==> src/rtl/axis_traffic_gen.sv <==
// ----------------------------------------------------------------------------
// axis_traffic_gen
//
// AXI-Stream master that emits deterministic test traffic. Each run sends a
// programmed number of packets, each a programmed number of flits long, with
// an optional idle gap after every packet except the last. The flit and packet
// counters report what the downstream sink accepted, so they can be compared
// with a stream monitor at the far end of a link.
//
// Build option:
//   AXIS_TRAFFIC_GEN_LFSR_EN - when defined, the payload is a 64-bit Fibonacci
//                              LFSR (taps 64,63,61,60, seed 1). When undefined,
//                              the payload is the flit index since start.
//
// Ports:
//   clk, rstn          clock; synchronous active-low reset
//   start              single-cycle launch pulse (ignored while busy)
//   cfg_pkt_len        flits per packet (0 is treated as 1)
//   cfg_pkt_count      packets per run (0 completes with no traffic)
//   cfg_gap            idle cycles after each packet
//   cfg_dest/id/user   sideband values for the run
//   M_*                AXI-Stream master; tdata is the 64-bit payload
//                      replicated across all lanes, tkeep all ones
//   busy, done         run status
//   flit_count         flits accepted this run
//   packet_count       packets accepted this run
// ----------------------------------------------------------------------------
module axis_traffic_gen #(
    parameter int DATAWIDTH = 512,
    parameter int DESTWIDTH = 8,
    parameter int USERWIDTH = 8,
    parameter int IDWIDTH   = 8
) (
    input  logic                   clk,
    input  logic                   rstn,
    input  logic                   start,
    input  logic [15:0]            cfg_pkt_len,
    input  logic [31:0]            cfg_pkt_count,
    input  logic [7:0]             cfg_gap,
    input  logic [DESTWIDTH-1:0]   cfg_dest,
    input  logic [IDWIDTH-1:0]     cfg_id,
    input  logic [USERWIDTH-1:0]   cfg_user,
    output logic [DATAWIDTH-1:0]   M_tdata,
    output logic [DATAWIDTH/8-1:0] M_tkeep,
    output logic [DESTWIDTH-1:0]   M_tdest,
    output logic [IDWIDTH-1:0]     M_tid,
    output logic [USERWIDTH-1:0]   M_tuser,
    output logic                   M_tlast,
    output logic                   M_tvalid,
    input  logic                   M_tready,
    output logic                   busy,
    output logic                   done,
    output logic [63:0]            flit_count,
    output logic [63:0]            packet_count
);

    localparam int LANES = DATAWIDTH / 64;
    localparam int KEEPW = DATAWIDTH / 8;

`ifdef AXIS_TRAFFIC_GEN_LFSR_EN
    localparam logic [63:0] PAYLOAD_SEED = 64'd1;
`else
    localparam logic [63:0] PAYLOAD_SEED = 64'd0;
`endif

    typedef enum logic [1:0] {
        ST_IDLE = 2'd0,
        ST_SEND = 2'd1,
        ST_GAP  = 2'd2,
        ST_DONE = 2'd3
    } state_t;

    // Advance the 64-bit payload word by one accepted flit.
    function automatic logic [63:0] payload_step(input logic [63:0] cur);
`ifdef AXIS_TRAFFIC_GEN_LFSR_EN
        payload_step = {cur[62:0], cur[63] ^ cur[62] ^ cur[60] ^ cur[59]};
`else
        payload_step = cur + 64'd1;
`endif
    endfunction

    state_t                 state_q,    state_d;
    logic [15:0]            len_q,      len_d;
    logic [31:0]            left_q,     left_d;
    logic [7:0]             gap_q,      gap_d;
    logic [7:0]             gap_cnt_q,  gap_cnt_d;
    logic [DESTWIDTH-1:0]   dest_q,     dest_d;
    logic [IDWIDTH-1:0]     id_q,       id_d;
    logic [USERWIDTH-1:0]   user_q,     user_d;
    logic [15:0]            beat_q,     beat_d;
    logic [63:0]            payload_q,  payload_d;
    logic [63:0]            flit_cnt_q, flit_cnt_d;
    logic [63:0]            pkt_cnt_q,  pkt_cnt_d;
    logic                   tvalid_q,   tvalid_d;
    logic                   tlast_q,    tlast_d;
    logic                   busy_q,     busy_d;
    logic                   done_q,     done_d;
    logic                   hs_s;

    assign hs_s = tvalid_q & M_tready;

    // Next-state, counter and registered-output computation.
    always_comb begin
        state_d    = state_q;
        len_d      = len_q;
        left_d     = left_q;
        gap_d      = gap_q;
        gap_cnt_d  = gap_cnt_q;
        dest_d     = dest_q;
        id_d       = id_q;
        user_d     = user_q;
        beat_d     = beat_q;
        payload_d  = payload_q;
        flit_cnt_d = flit_cnt_q;
        pkt_cnt_d  = pkt_cnt_q;

        case (state_q)
            ST_IDLE, ST_DONE: begin
                if (start) begin
                    len_d      = (cfg_pkt_len == 16'd0) ? 16'd1 : cfg_pkt_len;
                    left_d     = cfg_pkt_count;
                    gap_d      = cfg_gap;
                    gap_cnt_d  = 8'd0;
                    dest_d     = cfg_dest;
                    id_d       = cfg_id;
                    user_d     = cfg_user;
                    beat_d     = 16'd0;
                    payload_d  = PAYLOAD_SEED;
                    flit_cnt_d = 64'd0;
                    pkt_cnt_d  = 64'd0;
                    if (cfg_pkt_count == 32'd0) begin
                        state_d = ST_DONE;
                    end else begin
                        state_d = ST_SEND;
                    end
                end else begin
                    state_d = state_q;
                end
            end
            ST_SEND: begin
                if (hs_s) begin
                    flit_cnt_d = flit_cnt_q + 64'd1;
                    payload_d  = payload_step(payload_q);
                    if (tlast_q) begin
                        pkt_cnt_d = pkt_cnt_q + 64'd1;
                        beat_d    = 16'd0;
                        if (left_q == 32'd1) begin
                            left_d  = 32'd0;
                            state_d = ST_DONE;
                        end else begin
                            left_d = left_q - 32'd1;
                            if (gap_q != 8'd0) begin
                                gap_cnt_d = gap_q;
                                state_d   = ST_GAP;
                            end else begin
                                state_d = ST_SEND;
                            end
                        end
                    end else begin
                        beat_d = beat_q + 16'd1;
                    end
                end else begin
                    state_d = ST_SEND;
                end
            end
            ST_GAP: begin
                // The cycle holding count 1 is the last idle one.
                if (gap_cnt_q <= 8'd1) begin
                    gap_cnt_d = 8'd0;
                    state_d   = ST_SEND;
                end else begin
                    gap_cnt_d = gap_cnt_q - 8'd1;
                end
            end
            default: begin
                state_d = ST_IDLE;
            end
        endcase

        // Output flags are decoded from next-state values so they can be flopped.
        tvalid_d = (state_d == ST_SEND);
        busy_d   = (state_d == ST_SEND) || (state_d == ST_GAP);
        done_d   = (state_d == ST_DONE);
        tlast_d  = (state_d == ST_SEND) && (beat_d == (len_d - 16'd1));
    end

    // State and output registers with synchronous active-low reset.
    always_ff @(posedge clk) begin
        if (!rstn) begin
            state_q    <= ST_IDLE;
            len_q      <= 16'd0;
            left_q     <= 32'd0;
            gap_q      <= 8'd0;
            gap_cnt_q  <= 8'd0;
            dest_q     <= '0;
            id_q       <= '0;
            user_q     <= '0;
            beat_q     <= 16'd0;
            payload_q  <= 64'd0;
            flit_cnt_q <= 64'd0;
            pkt_cnt_q  <= 64'd0;
            tvalid_q   <= 1'b0;
            tlast_q    <= 1'b0;
            busy_q     <= 1'b0;
            done_q     <= 1'b0;
        end else begin
            state_q    <= state_d;
            len_q      <= len_d;
            left_q     <= left_d;
            gap_q      <= gap_d;
            gap_cnt_q  <= gap_cnt_d;
            dest_q     <= dest_d;
            id_q       <= id_d;
            user_q     <= user_d;
            beat_q     <= beat_d;
            payload_q  <= payload_d;
            flit_cnt_q <= flit_cnt_d;
            pkt_cnt_q  <= pkt_cnt_d;
            tvalid_q   <= tvalid_d;
            tlast_q    <= tlast_d;
            busy_q     <= busy_d;
            done_q     <= done_d;
        end
    end

    assign M_tdata      = {LANES{payload_q}};
    assign M_tkeep      = {KEEPW{tvalid_q}};
    assign M_tdest      = dest_q;
    assign M_tid        = id_q;
    assign M_tuser      = user_q;
    assign M_tlast      = tlast_q;
    assign M_tvalid     = tvalid_q;
    assign busy         = busy_q;
    assign done         = done_q;
    assign flit_count   = flit_cnt_q;
    assign packet_count = pkt_cnt_q;

endmodule
==> config.mk <==
export PLATFORM = sky130hd
export DESIGN_NAME = axis_traffic_gen
export DESIGN_NICKNAME = d
export VERILOG_FILES = /design/src/rtl/axis_traffic_gen.sv
export SDC_FILE = /design/constraint.sdc
export NUM_CORES = 1
export LEC_CHECK = 0
export ABC_AREA = 1
export BUFFER_PORTS_ARGS = -buffer_cell sky130_fd_sc_hd__buf_2
export CAP_MARGIN = 25
export CORE_AREA = 2 2 316 318
export DETAILED_ROUTE_END_ITERATION = 8
export DIE_AREA = 0 0 318 320
export SYNTH_ARGS = -nofsm -noshare
export SYNTH_HDL_FRONTEND = slang
export SYNTH_SLANG_ARGS = --single-unit
export TNS_END_PERCENT = 50
==> constraint.sdc <==
create_clock -name clk -period 4.7 [get_ports clk]
set_input_delay 0.705 -clock clk [delete_from_list [all_inputs] [get_ports clk]]
set_output_delay 0.705 -clock clk [all_outputs]
set_load 0.05 [all_outputs]
==> reports/qor.yml, run 1 <==
detail_routed_net_length_per_standard_cell_um: 17.1
clk_pin_slew_worst_paths_ns: 0.06
list_of_most_frequent_post_synthesis_cells: "sky130_fd_sc_hd__nand2_1, sky130_fd_sc_hd__buf_4, sky130_fd_sc_hd__nor2_1"
synth_seq_area_share_pct: 28.0
status: "completed"
pin_count: 816
grtUsageMet1_pct: 19.2
post_cts.repair.setup_buffers: 0
report.final.slew_viol_count: 0
syn-mean-instance-area_um2: 6.50
routed-via-count: 22500
gr_busiest_metal: "met2"
drive_above_1_share_pct: 26.6
placement.cell_area_um2: 23300
synth_ff_type: "sky130_fd_sc_hd__dfxtp_1"
yosys_register_bits: 302
final_cell_area_um2: 24700
synth.top_cells.by_area: "sky130_fd_sc_hd__dfxtp_1, sky130_fd_sc_hd__buf_4, sky130_fd_sc_hd__nand2_1"
post-route-util_pct: 25.2
cts_root_buffer: "sky130_fd_sc_hd__clkbuf_16"
period_share_pct: 74.4
setup_viol_count_final: 0
grt_antenna_before_repair: 4
cp.required_ns: 5.24
irDropWorstVdd_mv: 0.334
die-area_um2: 102000
areaGrowthSynthToFinish_pct: 14.5
min-delay-path-class: "input pin to register"
synth_area_leader_cell: "sky130_fd_sc_hd__dfxtp_1"
drt_iter0_drc: 1786
yosys.cell_types.count: 54
first_global_vias: 19400
core_area_um2: 98000
syn-cell-area_um2: 21600
timing.critical_path.to_type: "register"
global_route.usage.met3_pct: 2.41
chipHeight_um: 320
clock_tree_from_tritoncts: "built"
asyncSetResetFlopFracSynth_pct: 0
final_period_minus_worst_setup_slack_ns: 3.50
grt_util_met2_pct: 27.4
ff2ff_setup_slack_ns: 1.20
worstPathArrival_ns: 4.03
cts_repair_resize_count: 0
timing_worst_setup_path_type: "register to register"
wire_length_of_the_first_global_routing_pass_um: 122000
yosysWarningCount: 0
grt_max_degree: 72
detailed_place_hpwl_um: 65900
design.final.nets: 3711
netlist_instances: 3321
rr_endpoint: "M_tlast$_SDFF_PN0_"
synth_edf_count: 0
fp.dieW_um: 318
cts.sinks: 302
yosysTopAreaCellShare_pct: 28.0
cts_buffers: 41
cellPowerDensity_nw_per_um2: 440
power.static_leakage_nw: 11.7
initial_core_util_pct: 22.0
h-tree-depth: 2
final_antenna_net_count: 0
ctsLongestPathBuffers: 3
route.final.wire_length_um: 84600
fmax_ghz: 0.286
portBuffers: 815
worst_slew_pin_slew_ns: 0.958
finalHoldViolations: 0
worst_setup_path_startpoint: "state_q[0]$_SDFF_PN0_"
critical_path.endpoint: "M_tlast$_SDFF_PN0_"
mappedNetlistNets: 3419
drc: 0
worst_clk_skew_ns: 0.0362
worst_path_most_repeated_cell: "sky130_fd_sc_hd__nand2_1"
worstReg2RegStart: "state_q[0]$_SDFF_PN0_"
relSlewSlack_pct: 36.1
via_per_inst: 4.55
gr-total-overflow: 0
clk_lat_worst_skew_ns: 0.59
cpMaxStageDelayCell: "sky130_fd_sc_hd__ha_1"
path_max_fanout: 24
crit_path_start_kind: "register"
path_cells: "inv_1, ha_1, nand2_2, inv_2, or2_2, nand2_1, ha_1, inv_1, nor2_1, nand2_1, nor2_1, nand2_1, nand2_1, nand2_1, xnor2_1, nor2_1, nand3_1, nor2_1"
placementRows: 115
detail_route.first_pass.iterations: 6
timing.critical_path.slowest_cell_delay_ns: 0.54
globalplace.congestion: 0.907
final.setup.tns_ns: 0
postCtsHoldBufs: 0
count_leader_synth: "sky130_fd_sc_hd__nand2_1"
grt.total_usage_pct: 15.5
drv_cap: 0
rsz0062_at_grt: "no"
r2r_cells: 18
-- power by group --
group | switching, mW | leakage (nW) | internal [mW]
Sequential | 0.194 | 2.45 | 2.83
Clock | 1.32 | 0.681 | 1.97
Combinational | 3.51 | 8.55 | 1.08
Total | 5.02 | 11.7 | 5.88
-- layout make-up --
type | count | area (um2)
Antenna cell | 5 | 12.5
Clock buffer | 58 | 1210
Clock inverter | 14 | 191
Timing Repair Buffer | 835 | 4250
Multi-Input combinational cell | 2074 | 10100
Inverter | 359 | 1350
Sequential cell | 302 | 6050
Tap cell | 1287 | 1610
Fill cell | 10900 | 73300
-- cell families after synthesis --
kind of cell | count (synthesis) | share of synthesized area (%)
compound gates | 505 | 12.5
xor+xnor | 42 | 1.70
fa+ha+maj | 14 | 0.811
buf+inv | 945 | 25.4
flops | 302 | 28.0
simple gates | 1513 | 31.5
-- per-layer routing --
metal  share of wire (%)  vias up
met3                 5.8      117
met5               0.015        -
met1                  42    10500
li1                    -    11000
met4                 2.7        2
met2                  49      891
-- worst max-delay path: cells and delay by family, from the launching register on --
kind / cells / cell delay, ns
xor gates and xnor gates: 1 / 0.13
and+or+nand+nor: 12 / 1.98
adders and majority gates: 2 / 0.78
buffers and inverters: 3 / 0.19
DFF: 1 / 0.35
-- how the worst min path moves through the flow --
stage                             from                       to  slack, ns  cells past startpoint
2_1_floorplan    gap_q[2]$_SDFFE_PN0P_    gap_q[2]$_SDFFE_PN0P_       0.44                      2
3_3_place_gp   M_tdest[2]$_SDFFE_PN0P_  M_tdest[2]$_SDFFE_PN0P_       0.46                      2
3_5_place_dp   M_tuser[4]$_SDFFE_PN0P_  M_tuser[4]$_SDFFE_PN0P_       0.47                      2
4_1_cts                    cfg_dest[0]  M_tdest[0]$_SDFFE_PN0P_       0.32                      3
5_1_grt                    cfg_dest[0]  M_tdest[0]$_SDFFE_PN0P_       0.34                      3
6_report                   cfg_dest[0]  M_tdest[0]$_SDFFE_PN0P_       0.37                      3
-- cells in the final DEF (no fill, tap or decap), types with 13 or more instances in the layout --
master                        n
sky130_fd_sc_hd__a21oi_1    250
sky130_fd_sc_hd__buf_4       17
sky130_fd_sc_hd__nand2_1    587
sky130_fd_sc_hd__nor2_1     393
sky130_fd_sc_hd__clkbuf_16   42
sky130_fd_sc_hd__xor2_1      35
sky130_fd_sc_hd__buf_2      816
sky130_fd_sc_hd__nor3_1     126
sky130_fd_sc_hd__nor4_1      36
sky130_fd_sc_hd__inv_1      351
sky130_fd_sc_hd__nand3_1    167
sky130_fd_sc_hd__nand4_1    129
sky130_fd_sc_hd__dfxtp_1    302
sky130_fd_sc_hd__ha_1        13
sky130_fd_sc_hd__o21ai_0    183
-- registers in the layout, summed over array words and instances, names as in the netlist --
signal and flops:
len_q 16, M_tid 8, gap_cnt_q 8, packet_count 64, M_tvalid 1, M_tuser 8
gap_q 8, done 1, busy 1, left_q 32, beat_q 16, state_q 2
M_tlast 1, payload_q 64, M_tdest 8, flit_count 64
-- per-stage QoR --
stage / setup slack (ns) / cells / hold WS [ns] / power [mW]
6_report: 1.20 / 4934 / 0.371 / 10.9
4_1_cts: 1.21 / 4928 / 0.316 / 11.0
3_3_place_gp: 1.21 / 4856 / 0.459 / 7.66
3_5_place_dp: 1.23 / 4856 / 0.467 / 7.68
5_1_grt: 0.720 / 4930 / 0.339 / 11.6
2_1_floorplan: 0.999 / 3321 / 0.444 / 6.69
No activity file was read; power rests on OpenSTA's default activity.
==> run 2, diff against run 1 <==
==> constraint.sdc (replaced) <==
create_clock -name clk -period 3.06 [get_ports clk]
set_input_delay 0.459 -clock clk [delete_from_list [all_inputs] [get_ports clk]]
set_output_delay 0.459 -clock clk [all_outputs]
set_load 0.05 [all_outputs]
==> reports/qor.yml, run 2 (synthesized netlist as in run 1, its figures left out) <==
status: "completed"
grt.total_usage_pct: 16.1
fin_ws_ns: 0.357
seq_power_share_pct: 27.7
grt_max_degree: 80
drv_cap: 0
timing.critical_path.slowest_cell_delay_ns: 0.35
first_global_vias: 20000
ctsLongestPathBuffers: 3
cts.sinks: 302
worstPathArrival_ns: 3.14
drc: 0
multi_input_area_um2: 10100
chipHeight_um: 320
areaGrowthSynthToFinish_pct: 16.5
die-area_um2: 102000
clk_pin_slew_worst_paths_ns: 0.06
crit_path_start_kind: "register"
detail_routed_net_length_per_standard_cell_um: 17.4
worst_path_most_repeated_cell: "sky130_fd_sc_hd__inv_1"
layout.cells.most_common: "sky130_fd_sc_hd__buf_2"
irDropWorstVdd_mv: 0.645
wire_length_of_the_first_global_routing_pass_um: 126000
power.combinational.fraction_pct: 43.5
dr.max_layer_used: "met5"
gr-total-overflow: 0
power.static_leakage_nw: 12.0
worst_clk_skew_ns: 0.0340
drive_above_1_share_pct: 27.9
p_total_mw: 16.7
worst_path_dominant_cell_family: "buffers and inverters"
critical_path.n_buffers_inverters: 5
min-delay-path-class: "input pin to register"
netSwitchingFraction_pct: 46.4
cts_repair_resize_count: 0
met3_layer_wire_length_in_the_routed_design_um: 5160
placementRows: 115
initial_core_util_pct: 22.0
globalplace.congestion: 0.901
grt_antenna_before_repair: 6
power.net_switching_mw: 7.77
detail_route.first_pass.iterations: 5
pre_cts_slack_ns: 0.159
post_cts.repair.setup_buffers: 0
final_period_minus_worst_setup_slack_ns: 2.70
fp.dieW_um: 318
cpMaxStageDelayCell: "sky130_fd_sc_hd__dfxtp_1"
via_per_inst: 4.50
postCtsHoldBufs: 0
clock_tree_from_tritoncts: "built"
timing.critical_path.to_type: "register"
routed-via-count: 22500
route.final.wire_length_um: 87100
route.layer.met1.wl_um: 36900
report.final.slew_viol_count: 0
final.setup.tns_ns: 0
final.fill_count: 11000
wl_met2_um: 43000
timing_worst_setup_path_type: "register to register"
cell_count_post_placement: 4920
cp.required_ns: 3.50
relSlewSlack_pct: 52.2
setup_viol_count_final: 0
period_share_pct: 88.3
final_antenna_net_count: 0
cts_buffers: 41
core_area_um2: 98000
design.final.nets: 3774
pin_count: 816
finalHoldViolations: 0
cts_root_buffer: "sky130_fd_sc_hd__clkbuf_16"
path_cells: "inv_1, ha_4, a21oi_4, buf_4, nand2_4, buf_4, nor2_1, inv_1, nor2_1, nand3_1, inv_1, nand3_1, o21ai_0, a22oi_1"
fmax_ghz: 0.370
finalNonFillerCells: 4995
rsz0062_at_grt: "no"
cellPowerDensity_nw_per_um2: 665
portBuffers: 815
intPower_mw: 8.96
detailed_place_hpwl_um: 68400
fin_worst_hold_slack_ns: 0.137
most-common-layout-cells: "sky130_fd_sc_hd__buf_2, sky130_fd_sc_hd__nand2_1, sky130_fd_sc_hd__nor2_1, sky130_fd_sc_hd__inv_1, sky130_fd_sc_hd__dfxtp_1"
h-tree-depth: 2
drt_iter0_drc: 1646
ff2ff_setup_slack_ns: 0.36
path_max_fanout: 45
clock_group_share_of_total_power_pct: 28.8
regArea_um2: 6050
worst_slew_pin_slew_ns: 0.718
clk_lat_worst_skew_ns: 0.59
==> run 2: cell count changes in the layout (fill, tap and decap cells not counted), moves of 2 or more <==
cell / before / now
sky130_fd_sc_hd__bufinv_16: 3 / 1
sky130_fd_sc_hd__buf_4: 17 / 80
sky130_fd_sc_hd__diode_2: 5 / 3
sky130_fd_sc_hd__nor2_1: 393 / 391
sky130_fd_sc_hd__clkbuf_8: 10 / 7
sky130_fd_sc_hd__clkbuf_1: 6 / 11
==> run 2: final cells by class <==
class / count / share of cell area (%)
multi-input combinational: 2074 / 40.1
sequential: 302 / 24.0
timing repair buffer: 898 / 18.8
tap: 1287 / 6.40
inverter: 359 / 5.37
clock buffer: 60 / 4.73
clock inverter: 12 / 0.512
antenna: 3 / 0.0298
==> run 2: final timing paths <==
| path | to | cells after the start | startpoint |
|---|---|---|---|
| worst max register to register | packet_count[17]$_SDFFE_PN0P_ | 14 | state_q[0]$_SDFF_PN0_ |
| worst max-delay path | packet_count[17]$_SDFFE_PN0P_ | 14 | state_q[0]$_SDFF_PN0_ |
| worst min-delay path | M_tuser[3]$_SDFFE_PN0P_ | 3 | cfg_user[3] |
| worst min register to register | flit_count[63]$_SDFFE_PN0P_ | 2 | flit_count[63]$_SDFFE_PN0P_ |
==> run 2: worst min-delay path, delay by kind of cell <==
family,cells,cell delay [ns]
AND/OR/NAND/NOR,1,0.08
buffers and inverters,1,0.07
AO/OA/AOI/OAI,1,0.07
==> run 2: power by group through the flow <==
| stage | registers (mW) | logic (mW) | clock network [mW] |
|---|---|---|---|
| after floorplan | 5.17 | 5.09 | 0 |
| after global placement | 4.70 | 7.23 | 0 |
| after detailed placement | 4.71 | 7.26 | 0 |
| after CTS | 4.63 | 7.29 | 4.98 |
| after global routing | 4.69 | 8.02 | 5.11 |
| final | 4.64 | 7.27 | 4.81 |
==> run 2: per-layer routing <==
layer	global-route usage [%]	up-vias
li1	-	11100
met1	20.0	10400
met2	28.3	812
met3	2.82	126
met4	4.37	2
met5	0	-
==> run 2: per-stage QoR <==
step,utilization [%],area (um2)
after floorplan,-,21600
after global placement,24.3,23800
after detailed placement,24.3,23800
after CTS,25.6,25100
after global routing,25.7,25100
final,25.7,25200
